**src/rtl/if_fetch_stage.sv**
```systemverilog
// Instruction-fetch stage: owns the PC, drives the instruction memory address,
// and captures each fetched {pc, instr} pair into a small skid FIFO that feeds
// decode over a valid/ready handshake. Redirects flush the FIFO and reload the PC.
module if_fetch_stage #(
    parameter int          DEPTH    = 2,
    parameter logic [15:0] RESET_PC = 16'h0000
) (
    input  logic        clk,
    input  logic        rst_n,
    output logic [15:0] imem_pc,
    input  logic [15:0] imem_instr,
    input  logic        redirect_valid,
    input  logic [15:0] redirect_pc,
    output logic        id_valid,
    input  logic        id_ready,
    output logic [15:0] id_instr,
    output logic [15:0] id_pc,
    output logic [15:0] id_pc_plus2,
    output logic [15:0] fetch_count
);

    localparam int PTR_W = (DEPTH > 1) ? $clog2(DEPTH) : 1;
    localparam int CNT_W = $clog2(DEPTH) + 1;
    localparam logic [CNT_W-1:0] DEPTH_C = CNT_W'(DEPTH);

    typedef struct packed {
        logic [15:0] pc;
        logic [15:0] instr;
    } fetch_ent_t;

    fetch_ent_t       ent_q [DEPTH];
    fetch_ent_t       wr_ent_d;
    fetch_ent_t       head;

    logic [15:0]      pc_q, pc_d;
    logic [PTR_W-1:0] wr_ptr_q, wr_ptr_d;
    logic [PTR_W-1:0] rd_ptr_q, rd_ptr_d;
    logic [CNT_W-1:0] count_q, count_d;
    logic [15:0]      fetch_count_q, fetch_count_d;

    logic             pop;
    logic             can_push;
    logic             push;

    // Head entry is exposed combinationally; zeroed while the FIFO is empty.
    always_comb begin
        head        = ent_q[rd_ptr_q];
        id_valid    = (count_q != '0);
        id_pc       = id_valid ? head.pc : 16'h0000;
        id_instr    = id_valid ? head.instr : 16'h0000;
        id_pc_plus2 = id_valid ? (head.pc + 16'd2) : 16'h0000;
        imem_pc     = pc_q;
        fetch_count = fetch_count_q;
    end

    // Next-state: a pop frees a slot in the same cycle, so a full FIFO can
    // still accept a fetch while decode drains it. Redirect overrides all.
    always_comb begin
        pop           = id_valid & id_ready;
        can_push      = (count_q < DEPTH_C) | pop;
        push          = can_push & ~redirect_valid;
        wr_ent_d      = '{pc: pc_q, instr: imem_instr};
        pc_d          = pc_q;
        wr_ptr_d      = wr_ptr_q;
        rd_ptr_d      = rd_ptr_q;
        count_d       = count_q;
        fetch_count_d = fetch_count_q;
        if (redirect_valid) begin
            pc_d     = {redirect_pc[15:1], 1'b0};
            wr_ptr_d = '0;
            rd_ptr_d = '0;
            count_d  = '0;
        end else begin
            if (push) begin
                pc_d          = pc_q + 16'd2;
                wr_ptr_d      = wr_ptr_q + PTR_W'(1);
                fetch_count_d = fetch_count_q + 16'd1;
            end
            if (pop) begin
                rd_ptr_d = rd_ptr_q + PTR_W'(1);
            end
            case ({push, pop})
                2'b10:   count_d = count_q + CNT_W'(1);
                2'b01:   count_d = count_q - CNT_W'(1);
                default: count_d = count_q;
            endcase
        end
    end

    // Control state with asynchronous reset.
    always_ff @(posedge clk or negedge rst_n) begin
        if (!rst_n) begin
            pc_q          <= RESET_PC;
            wr_ptr_q      <= '0;
            rd_ptr_q      <= '0;
            count_q       <= '0;
            fetch_count_q <= '0;
        end else begin
            pc_q          <= pc_d;
            wr_ptr_q      <= wr_ptr_d;
            rd_ptr_q      <= rd_ptr_d;
            count_q       <= count_d;
            fetch_count_q <= fetch_count_d;
        end
    end

    // Entry storage; contents are only observed through a valid count, so no reset.
    always_ff @(posedge clk) begin
        if (push) begin
            ent_q[wr_ptr_q] <= wr_ent_d;
        end
    end

endmodule

```
**config.mk**
```make
export PLATFORM = sky130hd
export DESIGN_NAME = if_fetch_stage
export DESIGN_NICKNAME = d
export VERILOG_FILES = /design/src/rtl/if_fetch_stage.sv
export SDC_FILE = /design/constraint.sdc
export NUM_CORES = 1
export LEC_CHECK = 0
export CAP_MARGIN = 20
export CORE_AREA = 2 2 102 104
export CTS_BUF_LIST = sky130_fd_sc_hd__clkbuf_4 sky130_fd_sc_hd__clkbuf_8
export DETAILED_ROUTE_END_ITERATION = 12
export DIE_AREA = 0 0 104 106
export GPL_ROUTABILITY_DRIVEN = 0
export PLACE_DENSITY = 0.83
export SYNTH_ARGS = -nofsm -noshare
export SYNTH_HDL_FRONTEND = slang
export SYNTH_SLANG_ARGS = --single-unit
```
**constraint.sdc**
```tcl
create_clock -name clk -period 3.5 [get_ports clk]
set_input_delay 0.525 -clock clk [delete_from_list [all_inputs] [get_ports clk]]
set_output_delay 0.525 -clock clk [all_outputs]
set_load 0.1 [all_outputs]
```
==> load_flow_metrics.sql, run 1 <==
INSERT INTO impl_metrics (metric_group, metric, value, unit) VALUES
('floorplan', 'die_area', '11000', 'µm²'),
('global_route', 'pin_count_of_the_biggest_net_entering_global_routing', '40', ''),
('floorplan', 'die_height', '106', 'µm'),
('timing', 'tightest_slew', '1.03', 'ns'),
('layout', 'final_non_filler_cell_area', '6060', 'µm²'),
('clock_network', 'cts_max_level', '3', ''),
('synth', 'synth_top_cell_area_share', '0.416', ''),
('synth', 'synth_fa_ha_area_frac', '0.00839', ''),
('floorplan', 'core_area', '10000', 'µm²'),
('clock_network', 'cts_hold_buffers', '0', ''),
('job', 'drv_cap', '0', ''),
('layout', 'antenna-diode-count', '0', ''),
('power', 'switching_power_of_the_nets', '0.00171', 'W'),
('power', 'vdd.ir_drop.worst', '0.574', 'mV'),
('route', 'wl_per_cell', '16.0', 'µm'),
('synth', 'synth-compound-area-share', '0.0509', ''),
('global_route', 'grt.total_usage', '0.187', ''),
('synth', 'area_share_of_xor_xnor_cells_in_the_synthesized_design', '0.0509', ''),
('synth', 'number_of_synthesized_flops_with_an_enable_pin', '62', ''),
('clock_network', 'clock_insertion_delay_worst_skew', '0.37', 'ns'),
('power', 'powerDensity', '636', 'nW/µm²'),
('timing', 'setup_violating_endpoint_count_in_the_final_report', '0', ''),
('global_route', 'number_of_antenna_violations_at_the_first_check_in_global_routing', '0', ''),
('synth', 'ys_types', '45', ''),
('layout', 'post-route-util', '0.606', ''),
('layout', 'nFillCells', '781', ''),
('place', 'place_worst_setup_slack', '0.485', 'ns'),
('timing', 'rsz_0062_raised_after_global_routing', 'no', ''),
('setup_path', 'worst_path_dominant_cell_family', 'simple AND/OR/NAND/NOR gates', ''),
('layout', 'drive_gt1_frac', '0.187', ''),
('power', 'leakage', '2.32', 'nW'),
('setup_path', 'cp-start-kind', 'flop', ''),
('synth', 'synth.area.mux_share', '0.0763', ''),
('synth', 'main_combinational_cell_family_by_area_after_synthesis', 'simple AND/OR/NAND/NOR gates', ''),
('global_route', 'grt_first_pass_wirelength', '16400', 'µm'),
('route', 'route.detailed.drc', '0', ''),
('layout', 'final_nets', '526', ''),
('place', 'place.detailed.instances', '612', ''),
('outcome', 'outcome', 'finished, final reports clean', ''),
('place', 'place_hpwl', '7170', 'µm'),
('synth', 'post_synth_main_area_contributors', 'sky130_fd_sc_hd__edfxtp_1 (42%), sky130_fd_sc_hd__dfrtp_1 (20%), sky130_fd_sc_hd__mux2i_1 (6.0%), sky130_fd_sc_hd__xnor2_1 (3.7%), sky130_fd_sc_hd__nor2_1 (3.5%)', ''),
('timing', 'final_min_period_over_clock_period', '0.967', ''),
('global_route', 'grt.overflow.total', '0', ''),
('power', 'power.combinational.fraction', '0.414', ''),
('synth', 'synth.yosys.seq_area_share', '0.612', ''),
('timing', 'timing_hold_violations_final', '0', ''),
('layout', 'mostFrequentLayoutCell', 'sky130_fd_sc_hd__clkdlybuf4s50_1', ''),
('route', 'route.detailed.vias_per_inst', '5.26', ''),
('clock_network', 'tritoncts', 'done', ''),
('route', 'drt_wl_total', '10000', 'µm'),
('setup_path', 'end_kind', 'output port', ''),
('route', 'routed-via-count', '3303', ''),
('synth', 'yosys.area_share.simple', '0.175', ''),
('global_route', 'met1_routing_resource_usage_after_global_routing', '0.238', ''),
('global_route', 'first_global_vias', '3286', ''),
('floorplan', 'std_cell_rows', '37', ''),
('synth', 'synth_ff_type', 'sky130_fd_sc_hd__edfxtp_1', ''),
('synth', 'post_synth_inst_count', '369', ''),
('place', 'place.port_buffers', '112', ''),
('floorplan', 'initial_core_util', '0.447', ''),
('timing', 'slew_headroom', '0.314', ''),
('setup_path', 'path_cells', 'mux2_2 > ha_1 > inv_1 > or4_4 > or4b_4 > mux2_4 > buf_12', ''),
('clock_network', 'clk_root_buffer_cell', 'sky130_fd_sc_hd__clkbuf_8', ''),
('setup_path', 'worst-path-buf-inv', '2', ''),
('global_route', 'groute.layer.met2.usage', '0.304', ''),
('layout', 'highest_count_cells_in_the_layout_ignoring_fill_and_taps', 'sky130_fd_sc_hd__clkdlybuf4s50_1 (63), sky130_fd_sc_hd__edfxtp_1 (62), sky130_fd_sc_hd__buf_4 (47)', ''),
('route', 'ant_nets', '0', ''),
('setup_path', 'critPathMaxStageDelay', '0.59', 'ns'),
('power', 'clkPwrFrac', '0.209', ''),
('timing', 'max_freq', '0.296', 'GHz'),
('setup_path', 'crit_path_max_fanout', '8', '');
registers in the layout, indices dropped and copies added, names as in the netlist:
name,cells
imem_pc,15
count_q,2
fetch_count,16
rd_ptr_q,1
ent_q,62
wr_ptr_q,1
worst reg2reg max path: stages, from the launching register on:
cell                       delay (ns)
sky130_fd_sc_hd__dfrtp_1         0.46
sky130_fd_sc_hd__nand2b_1        0.33
sky130_fd_sc_hd__nand4_1         0.44
sky130_fd_sc_hd__or4_1           0.62
sky130_fd_sc_hd__a31oi_1         0.17
timing repair:
action,CTS,global route
endpoints found under the setup margin,0,1
gates resized for setup,0,1
setup buffers,0,0
per-layer routing:
metal  routed length, µm  share of wire  vias up
li1                    -              -     1586
met4                 141          0.014        0
met5                   0              0        -
met2                4850           0.48      108
met3                 743          0.074       11
met1                4310           0.43     1598
power groups by stage:
stage / combinational [W] / sequential (W) / clock, W
2_1_floorplan: 0.000826 / 0.00182 / 0
3_3_place_gp: 0.00158 / 0.00146 / 0
3_5_place_dp: 0.00160 / 0.00147 / 0
4_1_cts: 0.00160 / 0.00145 / 0.000832
5_1_grt: 0.00165 / 0.00147 / 0.000876
6_report: 0.00160 / 0.00145 / 0.000805
cells in the mapped netlist (all sizes together) (3+ instances only):
master  count
xnor2      19
nand2b      3
and4        3
ha          3
and2        8
or4        10
mux2        6
nand2      32
o21ai       7
mux2i      27
a221oi      3
buf         9
xor2        7
clkbuf      9
a21oi       6
dfrtp      35
o211ai      7
nand3b      3
edfxtp     62
nand4      14
o31ai       3
and3        7
nand3      21
inv         5
nor2       42
area by class of cell:
class,count,area [µm²],area share
sequential,97,2740,0.452
clock inverter,7,100,0.0165
inverter,5,18.8,0.00310
clock buffer,9,124,0.0204
tap,136,170,0.0281
timing repair buffer,123,1230,0.204
multi-input combinational,251,1680,0.276
kinds of logic (layout without fill, tap and decap cells):
family,Yosys count,count (layout)
and+or+nand+nor,152,152
DFF,97,97
AOI/OAI and AO/OA,34,34
muxes,33,33
xor gates and xnor gates,26,26
buffers and inverters,23,144
adders and majority gates,3,3
other,1,3
per-stage QoR:
step                      setup TNS, ns  hold WS, ns
after floorplan                  -0.699        0.229
after global placement                0        0.464
after detailed placement              0        0.465
after CTS                             0        0.482
after global routing                  0        0.509
final                                 0        0.481
worst paths after layout:
| check | startpoint | endpoint | slack (ns) | cells past startpoint |
|---|---|---|---|---|
| setup / recovery | rd_ptr_q | id_pc_plus2[15] | 0.12 | 7 |
| hold / removal | fetch_count[15] | fetch_count[15] | 0.48 | 1 |
| setup reg to reg | count_q[1] | imem_pc[14] | 1.41 | 4 |
| hold reg to reg | fetch_count[15] | fetch_count[15] | 0.48 | 1 |
| max in group asynchronous | rst_n | imem_pc[12] | 2.15 | 2 |
| min in group asynchronous | rst_n | fetch_count[10] | 0.66 | 1 |
No activity file was read; power rests on OpenSTA's default activity.
==> inputs of run 2 (changes only) <==
- MAX_ROUTING_LAYER: unset -> met4
==> load_flow_metrics.sql, run 2 (synthesis results as in run 1) <==
INSERT INTO impl_metrics (metric_group, metric, value, unit) VALUES
('outcome', 'outcome', 'finished, final reports clean', ''),
('setup_path', 'slowest_stage', 'sky130_fd_sc_hd__or4_4', ''),
('timing', 'timing_max_transition_violations_final', '0', ''),
('floorplan', 'core_area', '10000', 'µm²'),
('clock_network', 'tritoncts', 'done', ''),
('setup_path', 'reg2reg_setup_slack', '1.41', 'ns'),
('setup_path', 'crit-reg2reg-capture', 'imem_pc[14]', ''),
('timing', 'finClkSkew', '0.00941', 'ns'),
('floorplan', 'die_height', '106', 'µm'),
('global_route', 'grt.total_usage', '0.193', ''),
('timing', 'tightest_slew', '1.03', 'ns'),
('setup_path', 'path_class', 'reg -> out', ''),
('route', 'wl_per_cell', '16.0', 'µm'),
('layout', 'final_nets', '526', ''),
('layout', 'register_with_the_most_flip_flops', 'ent_q', ''),
('setup_path', 'worstSetupPathDepth', '7', ''),
('setup_path', 'worst_path_dominant_cell_family', 'simple AND/OR/NAND/NOR gates', ''),
('layout', 'mostFrequentLayoutCell', 'sky130_fd_sc_hd__clkdlybuf4s50_1', ''),
('layout', 'area_growth_syn_to_layout', '35.5', '%'),
('power', 'vdd.ir_drop.worst', '0.575', 'mV'),
('floorplan', 'initial_core_util', '0.447', ''),
('worst_hold_path', 'holdCritStartpoint', 'fetch_count[15]', ''),
('route', 'route.detailed.drc', '0', ''),
('place', 'place_hpwl', '7170', 'µm'),
('power', 'report.power.total', '0.00386', 'W'),
('power', 'leakage', '2.32', 'nW'),
('place', 'place.port_buffers', '112', ''),
('worst_hold_path', 'hp-class', 'reg -> reg', ''),
('timing', 'max_freq', '0.296', 'GHz'),
('timing', 'final_min_period_over_clock_period', '0.966', ''),
('power', 'powerDensity', '636', 'nW/µm²'),
('setup_path', 'cp-start-kind', 'flop', ''),
('global_route', 'first_global_vias', '3284', ''),
('timing', 'slew_headroom', '0.314', ''),
('setup_path', 'worst-path-buf-inv', '2', ''),
('layout', 'highest_count_cells_in_the_layout_ignoring_fill_and_taps', 'sky130_fd_sc_hd__clkdlybuf4s50_1 (63), sky130_fd_sc_hd__edfxtp_1 (62), sky130_fd_sc_hd__buf_4 (47)', ''),
('setup_path', 'r2r.worst_path.cells', '4', ''),
('worst_hold_path', 'min_to', 'fetch_count[15]', ''),
('timing', 'rsz_0062_raised_after_global_routing', 'no', ''),
('timing', 'postLayoutSetupSlackWorst', '0.119', 'ns'),
('clock_network', 'cts_hold_buffers', '0', ''),
('place', 'place_worst_setup_slack', '0.485', 'ns'),
('setup_path', 'worst_ep_required_time', '2.97', 'ns'),
('worst_hold_path', 'min_delay_path_depth', '1', ''),
('clock_network', 'clk_root_buffer_cell', 'sky130_fd_sc_hd__clkbuf_8', ''),
('timing', 'post-route-min-period', '3.38', 'ns'),
('clock_network', 'cts.sink_count', '97', ''),
('clock_network', 'cts_max_level', '3', ''),
('setup_path', 'end_kind', 'output port', ''),
('route', 'first_pass_iters', '4', ''),
('global_route', 'number_of_antenna_violations_at_the_first_check_in_global_routing', '0', ''),
('floorplan', 'std_cell_rows', '37', ''),
('floorplan', 'die_area', '11000', 'µm²'),
('place', 'place.detailed.instances', '612', ''),
('route', 'routed-via-count', '3301', ''),
('layout', 'antenna-diode-count', '0', ''),
('route', 'drtIter0Drc', '164', ''),
('job', 'drv_cap', '0', ''),
('timing', 'setup_violating_endpoint_count_in_the_final_report', '0', ''),
('setup_path', 'r2r_start', 'count_q[1]', ''),
('floorplan', 'design.portCount', '117', ''),
('floorplan', 'die_width', '104', 'µm'),
('route', 'ant_nets', '0', ''),
('layout', 'final_cell_count_no_fill', '628', ''),
('timing', 'timing_hold_violations_final', '0', ''),
('layout', 'flip_flop_count_of_the_largest_register_all_copies_and_words_added', '62', ''),
('setup_path', 'critPathArrivalTime', '2.86', 'ns'),
('route', 'route.detailed.vias_per_inst', '5.26', ''),
('global_route', 'grt_first_pass_wirelength', '16400', 'µm'),
('layout', 'drive_gt1_frac', '0.187', ''),
('clock_network', 'cts-root-to-sink-buffers', '2', ''),
('setup_path', 'critPathMaxStageDelay', '0.59', 'ns'),
('setup_path', 'path_cells', 'mux2_2 > ha_1 > inv_1 > or4_4 > or4b_4 > mux2_4 > buf_12', ''),
('clock_network', 'number_of_cts_inserted_buffers', '9', ''),
('global_route', 'pin_count_of_the_biggest_net_entering_global_routing', '40', ''),
('clock_network', 'clock_insertion_delay_worst_skew', '0.36', 'ns'),
('setup_path', 'crit_path_max_fanout', '8', ''),
('layout', 'nFillCells', '781', ''),
('clock_network', 'cts.reportedPaths.clkPinSlew', '0.09', 'ns'),
('route', 'drt_wl_total', '10100', 'µm'),
('global_route', 'grt.overflow.total', '0', '');
==> run 2: area by class of cell <==
cell class / count / area (µm²) / area share
sequential: 97 / 2740 / 0.452
multi-input combinational: 251 / 1680 / 0.276
timing repair buffer: 123 / 1230 / 0.204
tap: 136 / 170 / 0.0281
clock buffer: 9 / 124 / 0.0204
clock inverter: 7 / 100 / 0.0165
inverter: 5 / 18.8 / 0.00310
==> run 2: worst register-to-register path: stages, from the launching register on <==
cell	delay, ns
sky130_fd_sc_hd__dfrtp_1	0.47
sky130_fd_sc_hd__nand2b_1	0.33
sky130_fd_sc_hd__nand4_1	0.44
sky130_fd_sc_hd__or4_1	0.62
sky130_fd_sc_hd__a31oi_1	0.17
==> run 2: worst max-delay path by stage <==
stage	end	startpoint
3_5_place_dp	id_pc_plus2[15]	rd_ptr_q
5_1_grt	id_pc_plus2[15]	rd_ptr_q
4_1_cts	id_pc_plus2[15]	rd_ptr_q
6_report	id_pc_plus2[15]	rd_ptr_q
2_1_floorplan	id_pc_plus2[9]	rd_ptr_q
3_3_place_gp	id_pc_plus2[15]	rd_ptr_q
==> run 2: report_power, final <==
part / internal (W) / switching [W] / total [W]
Sequential: 0.00134 / 0.000111 / 0.00145
Clock: 0.000408 / 0.000397 / 0.000805
Combinational: 0.000396 / 0.00120 / 0.00160
==> run 2: stage by stage <==
stage	setup TNS, ns	area (µm²)	hold slack [ns]	utilization
after global routing	0	6060	0.509	0.606
after detailed placement	0	5830	0.465	0.583
after global placement	0	5830	0.464	0.583
after floorplan	-0.699	4520	0.229	-
final	0	6060	0.479	0.606
after CTS	0	6060	0.482	0.606
==> run 2: repair_timing <==
action                     4_1_cts  5_1_grt
setup buffers                    0        0
resized for setup                0        1
setup endpoints to repair        0        1
==> run 2: metal layers <==
metal / part of all wire / wire length [µm] / up-vias / GRT usage
li1: - / - / 1592 / -
met1: 0.43 / 4360 / 1593 / 0.244
met2: 0.49 / 4890 / 105 / 0.304
met3: 0.070 / 702 / 11 / 0.0521
met4: 0.011 / 114 / 0 / 0.0656
met5: 0 / 0 / - / -
